`src/rtl/dmem_bridge_pkg.sv`:
```
// Shared definitions for the data-memory bridge: FSM state
// encodings, default bus timeout and counter sizing helper.
package dmem_bridge_pkg;

    // Bridge FSM states (2-bit encoding shared with ctrl/debug).
    typedef enum logic [1:0] {
        DmemIdle = 2'b00,
        DmemReq  = 2'b01,
        DmemDone = 2'b10
    } dmem_state_e;

    localparam int DmemTimeoutDefault = 255;

    // Counter holds 0..t-1, so clog2(t) bits suffice (min 1 bit).
    function automatic int cnt_width(input int t);
        return (t < 2) ? 1 : $clog2(t);
    endfunction

endpackage

```
`src/rtl/dmem_bridge_if.sv`:
```
// Handshaked data bus between the bridge (master) and memory
// (slave): req/we/addr/wdata/sel out, ack/rdata back.
interface dmem_bridge_if #(
    parameter int ADDR_W = 32,
    parameter int DATA_W = 32
) ();

    logic                  req;
    logic                  we;
    logic [ADDR_W-1:0]     addr;
    logic [DATA_W-1:0]     wdata;
    logic [DATA_W/8-1:0]   sel;
    logic                  ack;
    logic [DATA_W-1:0]     rdata;

    modport master (
        output req,
        output we,
        output addr,
        output wdata,
        output sel,
        input  ack,
        input  rdata
    );

    modport slave (
        input  req,
        input  we,
        input  addr,
        input  wdata,
        input  sel,
        output ack,
        output rdata
    );

endinterface

```
`src/rtl/dmem_bridge.sv`:
```
// MEM-stage RAM port to req/ack bus bridge with pipeline stall
// and sticky bus-timeout flag.
//
// Ports:
//   clk, rst        clock, async active-low reset
//   cpu_ce_i        access request (held while stalled)
//   cpu_we_i        1=store, 0=load
//   cpu_addr_i      byte address
//   cpu_data_i      store data
//   cpu_sel_i       byte enables
//   cpu_data_o      load data (valid in DONE)
//   stallreq_o      stall request to ctrl
//   bus             dmem_bridge_if master side
//   err_o           sticky timeout flag
module dmem_bridge
    import dmem_bridge_pkg::*;
#(
    parameter int ADDR_W  = 32,
    parameter int DATA_W  = 32,
    parameter int TIMEOUT = DmemTimeoutDefault
) (
    input  logic                clk,
    input  logic                rst,
    input  logic                cpu_ce_i,
    input  logic                cpu_we_i,
    input  logic [ADDR_W-1:0]   cpu_addr_i,
    input  logic [DATA_W-1:0]   cpu_data_i,
    input  logic [DATA_W/8-1:0] cpu_sel_i,
    output logic [DATA_W-1:0]   cpu_data_o,
    output logic                stallreq_o,
    dmem_bridge_if.master       bus,
    output logic                err_o
);

    localparam int SEL_W = DATA_W / 8;
    localparam int CNT_W = cnt_width(TIMEOUT);
    localparam logic [CNT_W-1:0] CNT_LAST = CNT_W'(TIMEOUT - 1);

    dmem_state_e state_q;
    dmem_state_e state_d;

    logic [CNT_W-1:0]  cnt_q;
    logic              req_q;
    logic              we_q;
    logic [ADDR_W-1:0] addr_q;
    logic [DATA_W-1:0] wdata_q;
    logic [SEL_W-1:0]  sel_q;
    logic [DATA_W-1:0] data_q;
    logic              err_q;

    logic stall;
    logic start;
    logic ack_hit;
    logic tmo_hit;

    // Byte offset is dropped: the bus is word addressed.
    logic unused_addr_lsb;
    assign unused_addr_lsb = ^cpu_addr_i[1:0];

    always_comb begin
        state_d = state_q;
        stall   = 1'b0;
        start   = 1'b0;
        ack_hit = 1'b0;
        tmo_hit = 1'b0;
        unique case (state_q)
            DmemIdle: begin
                if (cpu_ce_i) begin
                    stall   = 1'b1;
                    start   = 1'b1;
                    state_d = DmemReq;
                end
            end
            DmemReq: begin
                stall = 1'b1;
                if (bus.ack && req_q) begin
                    ack_hit = 1'b1;
                    state_d = DmemDone;
                end else if (cnt_q == CNT_LAST) begin
                    tmo_hit = 1'b1;
                    state_d = DmemDone;
                end
            end
            DmemDone: begin
                state_d = DmemIdle;
            end
            default: begin
                state_d = DmemIdle;
            end
        endcase
    end

    always_ff @(posedge clk or negedge rst) begin
        if (!rst) begin
            state_q <= DmemIdle;
        end else begin
            state_q <= state_d;
        end
    end

    always_ff @(posedge clk or negedge rst) begin
        if (!rst) begin
            cnt_q   <= '0;
            req_q   <= 1'b0;
            we_q    <= 1'b0;
            addr_q  <= '0;
            wdata_q <= '0;
            sel_q   <= '0;
            data_q  <= '0;
            err_q   <= 1'b0;
        end else begin
            if (start) begin
                cnt_q   <= '0;
                req_q   <= 1'b1;
                we_q    <= cpu_we_i;
                addr_q  <= {cpu_addr_i[ADDR_W-1:2], 2'b00};
                wdata_q <= cpu_data_i;
                sel_q   <= cpu_sel_i;
            end else if (state_q == DmemReq) begin
                cnt_q <= cnt_q + CNT_W'(1);
            end
            if (ack_hit) begin
                req_q <= 1'b0;
                if (!we_q) begin
                    data_q <= bus.rdata;
                end
            end
            // Forced completion: flag and return zero data.
            if (tmo_hit) begin
                req_q  <= 1'b0;
                err_q  <= 1'b1;
                data_q <= '0;
            end
        end
    end

    // Gated by rst so ctrl never sees a stall during reset.
    assign stallreq_o = rst & stall;
    assign cpu_data_o = data_q;
    assign err_o      = err_q;

    assign bus.req   = req_q;
    assign bus.we    = we_q;
    assign bus.addr  = addr_q;
    assign bus.wdata = wdata_q;
    assign bus.sel   = sel_q;

endmodule

```
`src/flat_wrapper.sv`:
```
// flat-port wrapper written by rule: the top's interface ports become plain ports
module dmem_bridge_flat import dmem_bridge_pkg::*;
#(
    parameter int ADDR_W  = 32,
    parameter int DATA_W  = 32,
    parameter int TIMEOUT = DmemTimeoutDefault
)
  (clk, rst, cpu_ce_i, cpu_we_i, cpu_addr_i, cpu_data_i, cpu_sel_i, cpu_data_o, stallreq_o, err_o, bus_req, bus_we, bus_addr, bus_wdata, bus_sel, bus_ack, bus_rdata);
  dmem_bridge_if #(.ADDR_W(ADDR_W), .DATA_W(DATA_W)) bus_i ();
  input  logic clk;
  input  logic rst;
  input  logic cpu_ce_i;
  input  logic cpu_we_i;
  input  logic [ADDR_W-1:0] cpu_addr_i;
  input  logic [DATA_W-1:0] cpu_data_i;
  input  logic [DATA_W/8-1:0] cpu_sel_i;
  output logic [DATA_W-1:0] cpu_data_o;
  output logic stallreq_o;
  output logic err_o;
  output wire logic [$bits(bus_i.req)-1:0] bus_req;
  output wire logic [$bits(bus_i.we)-1:0] bus_we;
  output wire logic [$bits(bus_i.addr)-1:0] bus_addr;
  output wire logic [$bits(bus_i.wdata)-1:0] bus_wdata;
  output wire logic [$bits(bus_i.sel)-1:0] bus_sel;
  input wire logic [$bits(bus_i.ack)-1:0] bus_ack;
  input wire logic [$bits(bus_i.rdata)-1:0] bus_rdata;
  assign bus_req = bus_i.req;
  assign bus_we = bus_i.we;
  assign bus_addr = bus_i.addr;
  assign bus_wdata = bus_i.wdata;
  assign bus_sel = bus_i.sel;
  assign bus_i.ack = bus_ack;
  assign bus_i.rdata = bus_rdata;
  dmem_bridge #(.ADDR_W(ADDR_W), .DATA_W(DATA_W), .TIMEOUT(TIMEOUT)) u_core (.clk(clk), .rst(rst), .cpu_ce_i(cpu_ce_i), .cpu_we_i(cpu_we_i), .cpu_addr_i(cpu_addr_i), .cpu_data_i(cpu_data_i), .cpu_sel_i(cpu_sel_i), .cpu_data_o(cpu_data_o), .stallreq_o(stallreq_o), .bus(bus_i), .err_o(err_o));
endmodule
```
`config.mk`:
```
export PLATFORM = sky130hd
export DESIGN_NAME = dmem_bridge_flat
export DESIGN_NICKNAME = d
export VERILOG_FILES = /design/src/rtl/dmem_bridge_pkg.sv /design/src/rtl/dmem_bridge_if.sv /design/src/rtl/dmem_bridge.sv /design/src/flat_wrapper.sv
export SDC_FILE = /design/constraint.sdc
export NUM_CORES = 1
export LEC_CHECK = 0
export BUFFER_PORTS_ARGS = -buffer_cell sky130_fd_sc_hd__buf_2
export CAP_MARGIN = 20
export CORE_MARGIN = 5
export CORE_UTILIZATION = 45
export DETAILED_ROUTE_END_ITERATION = 6
export PLACE_DENSITY = 0.82
export SETUP_SLACK_MARGIN = 0.15
export SYNTH_ARGS = -nofsm -noshare
export SYNTH_HDL_FRONTEND = slang
export SYNTH_SLANG_ARGS = --single-unit
```
`constraint.sdc`:
```
create_clock -name clk -period 2.2 [get_ports clk]
set_input_delay 0.33 -clock clk [delete_from_list [all_inputs] [get_ports clk]]
set_output_delay 0.33 -clock clk [all_outputs]
set_load 0.02 [all_outputs]
```
==> flow_summary.toml <==
[run_status]
status = "complete, no violations"

[layout]
n_fill_cell = 926
fin_nets = 828
synthToLayoutAreaGrowth_pct = 25.0
drive_gt1_frac = 0.327
final_core_util = 0.570

[worst_setup_path]
critPathLaunchType = "flop"
worstReg2RegEnd = "u_core.cpu_data_o[25]$_DFFE_PN0P_"
worstPathCellList = "o21bai_1, nor2_1, buf_2"
crit_family = "flip-flops"
path_class = "reg -> out"
cp.required_ns = 1.87
crit_arrival_ns = 1.44
path_max_fanout = 9
r2r_slack_ns = 0.50
critPathBufInv = 1
r2r_start = "u_core.cnt_q[0]$_DFFE_PN0P_"
critPathSlowestCell = "dfrtp_1"
crit_path_max_incr_delay_ns = 0.49
reg2reg_depth = 6
crit_path_end_kind = "primary output"

[route]
wl_microns = 13100
post_drt_wl_per_cell_microns = 15.2
drt_iter0_markers = 325
via_per_inst = 5.16
drc = 0
num_vias = 4460
drtPass1Iterations = 5
ant_nets = 0

[logic_synthesis]
yosysSeqAreaShare = 0.564
syn_inst = 533
syn-cell-area_sq_um = 4920
ys_warn_count = 0
synth.distinct_cells = 35
synth_top_area_frac = 0.564
synth_area_per_cell_sq_um = 9.23
synth_ff_type = "dfrtp_1"
synth.area.top_cells = "dfrtp_1 (56%), nand2_1 (16%), o211ai_1 (5.0%)"
async_reset_ff_frac = 1.00
synth_edf_count = 0
synth-seq-cells = 111
synth_top_area_cell = "dfrtp_1"

[timing]
setup_tns_ns = 0
setup_viol = 0
maxSlewViolCount = 0
fin_crit_ns = 1.77
hold_viol_final = 0
rsz0062_at_grt = "false"
fmax_ghz = 0.565
period_share = 0.805
holdWs_ns = 0.114
worst_pin_slew_ns = 1.04
finalClockSkew_ns = 0.0157
slew_headroom = 0.308

[placed_design]
io_buffer_count = 204
dp_hpwl_microns = 9550
place.gp.congestion = 0.778

[power_and_ir_drop]
p_switching_w = 0.00393
power_frac_seq = 0.396
switching_share = 0.450
p_comb_frac = 0.481
clock_power_share = 0.124
leakagePower_nw = 3.18
power.density_nw_per_um2 = 1420
p_int_w = 0.00479
vdd_drop_max_v = 0.000787

[hold_path]
min_path_type = "in -> async"

[cts]
hold_buffers = 0
cts_sinks = 111
cts_resized = 0
cts_tree = "done"
cts-root-buf = "clkbuf_8"
cts_setup_buffers = 0
cts_buffer_depth = 2
insertion_delay_ns = 0.36
cts_made_buffers = 9
clk_pin_slew_ns = 0.10
htreeDepth = 3

[floorplan]
dieArea_sq_um = 13100
core_area_sq_um = 10800
die_w_microns = 115
io_pins = 209
fp.dieH_microns = 115
fp-row-count = 38
start_util = 0.456

[global_route]
antenna_found_initial = 1
grt_max_degree = 58
grt_pass1_wl_microns = 21200
grt_pass1_vias = 4538
grt.total_usage = 0.196
overflow = 0

[job]
max_cap_violations = 0
==> worst reg2reg max path, delay by kind of cell, from the launching register on <==
| kind | cells | cell delay (ns) |
|---|---|---|
| AO/OA/AOI/OAI | 1 | 0.18 |
| adder cells (fa/ha/maj) | 1 | 0.14 |
| buffers and inverters | 2 | 0.41 |
| flip-flops | 1 | 0.43 |
| AND/OR/NAND/NOR | 2 | 0.43 |
==> layout by cell type (no fill, tap or decap), types with 3 or more instances in the layout <==
| cell | count |
|---|---|
| o211ai_1 | 33 |
| dfrtp_1 | 111 |
| mux2i_1 | 3 |
| buf_2 | 203 |
| clkbuf_8 | 10 |
| o21ai_0 | 29 |
| buf_4 | 16 |
| nand2_1 | 210 |
| nand3b_1 | 31 |
| inv_1 | 4 |
| nor2_1 | 3 |
| nand3_1 | 33 |
| o21ai_1 | 5 |
==> metal layers <==
metal,vias up,wire length [microns],track usage
li1,2139,-,-
met1,2128,5270,0.247
met2,160,6750,0.336
met3,33,770,0.0291
met4,0,345,0.0839
met5,-,0,0
==> sequential cells by signal, summed over array words and instances, names as in the netlist <==
signal,cells
u_core.err_o,1
u_core.bus.wdata,32
u_core.state_q,2
u_core.cnt_q,8
u_core.bus.we,1
u_core.bus.sel,4
u_core.cpu_data_o,32
u_core.bus.addr,30
u_core.bus.req,1
==> power by group through the flow <==
stage          Sequential [W]  Combinational (W)  Clock (W)
6_report              0.00345            0.00419    0.00108
5_1_grt               0.00357            0.00460    0.00119
4_1_cts               0.00345            0.00423    0.00112
3_5_place_dp          0.00347            0.00423          0
3_3_place_gp          0.00342            0.00409          0
2_1_floorplan         0.00442            0.00188          0
==> worst max path at each step <==
stage	start	end	slack, ns	cells after the start
2_1_floorplan	u_core.state_q[0]$_DFFE_PN0P_	u_core.cnt_q[3]$_DFFE_PN0P_	0.81	6
3_3_place_gp	u_core.state_q[0]$_DFFE_PN0P_	u_core.cnt_q[3]$_DFFE_PN0P_	0.58	4
3_5_place_dp	u_core.cnt_q[0]$_DFFE_PN0P_	u_core.cpu_data_o[22]$_DFFE_PN0P_	0.52	6
4_1_cts	u_core.state_q[0]$_DFFE_PN0P_	stallreq_o	0.39	3
5_1_grt	u_core.state_q[0]$_DFFE_PN0P_	stallreq_o	0.31	3
6_report	u_core.state_q[0]$_DFFE_PN0P_	stallreq_o	0.43	3
==> cells by family (layout without fill, tap and decap cells) <==
| family | Yosys count | in the layout | synth area share |
|---|---|---|---|
| DFF | 111 | 111 | 0.564 |
| adders and majority gates | 2 | 2 | 0.00508 |
| buffers and inverters | 47 | 237 | 0.0547 |
| muxes | 4 | 4 | 0.00839 |
| and+or+nand+nor | 290 | 290 | 0.265 |
| other | 1 | 3 | 0.000762 |
| AOI/OAI and AO/OA | 78 | 78 | 0.101 |
==> cell usage after synthesis (all sizes together) (3+ instances only) <==
master / count
clkbuf: 19
nand2: 210
nand3b: 31
nand3: 33
nor2: 3
dfrtp: 111
mux2i: 3
buf: 24
o211ai: 33
inv: 4
o21ai: 34
==> area by class of cell <==
type                       instances  area (sq um)  area share
antenna                            1          2.50    0.000407
clock buffer                      11           141      0.0230
clock inverter                     3          21.3     0.00346
inverter                           4          15.0     0.00244
multi-input combinational        376          1880       0.306
sequential                       111          2780       0.451
tap                              140           175      0.0285
timing repair buffer             219          1140       0.185
==> metrics by stage <==
step | cell area [sq um] | setup slack [ns] | total power, W | instances
2_1_floorplan | 4920 | 0.814 | 0.00630 | 534
3_3_place_gp | 5990 | 0.577 | 0.00751 | 850
3_5_place_dp | 5990 | 0.518 | 0.00770 | 850
4_1_cts | 6150 | 0.394 | 0.00880 | 864
5_1_grt | 6150 | 0.308 | 0.00936 | 865
6_report | 6150 | 0.429 | 0.00872 | 865
No activity file was read; power rests on OpenSTA's default activity.
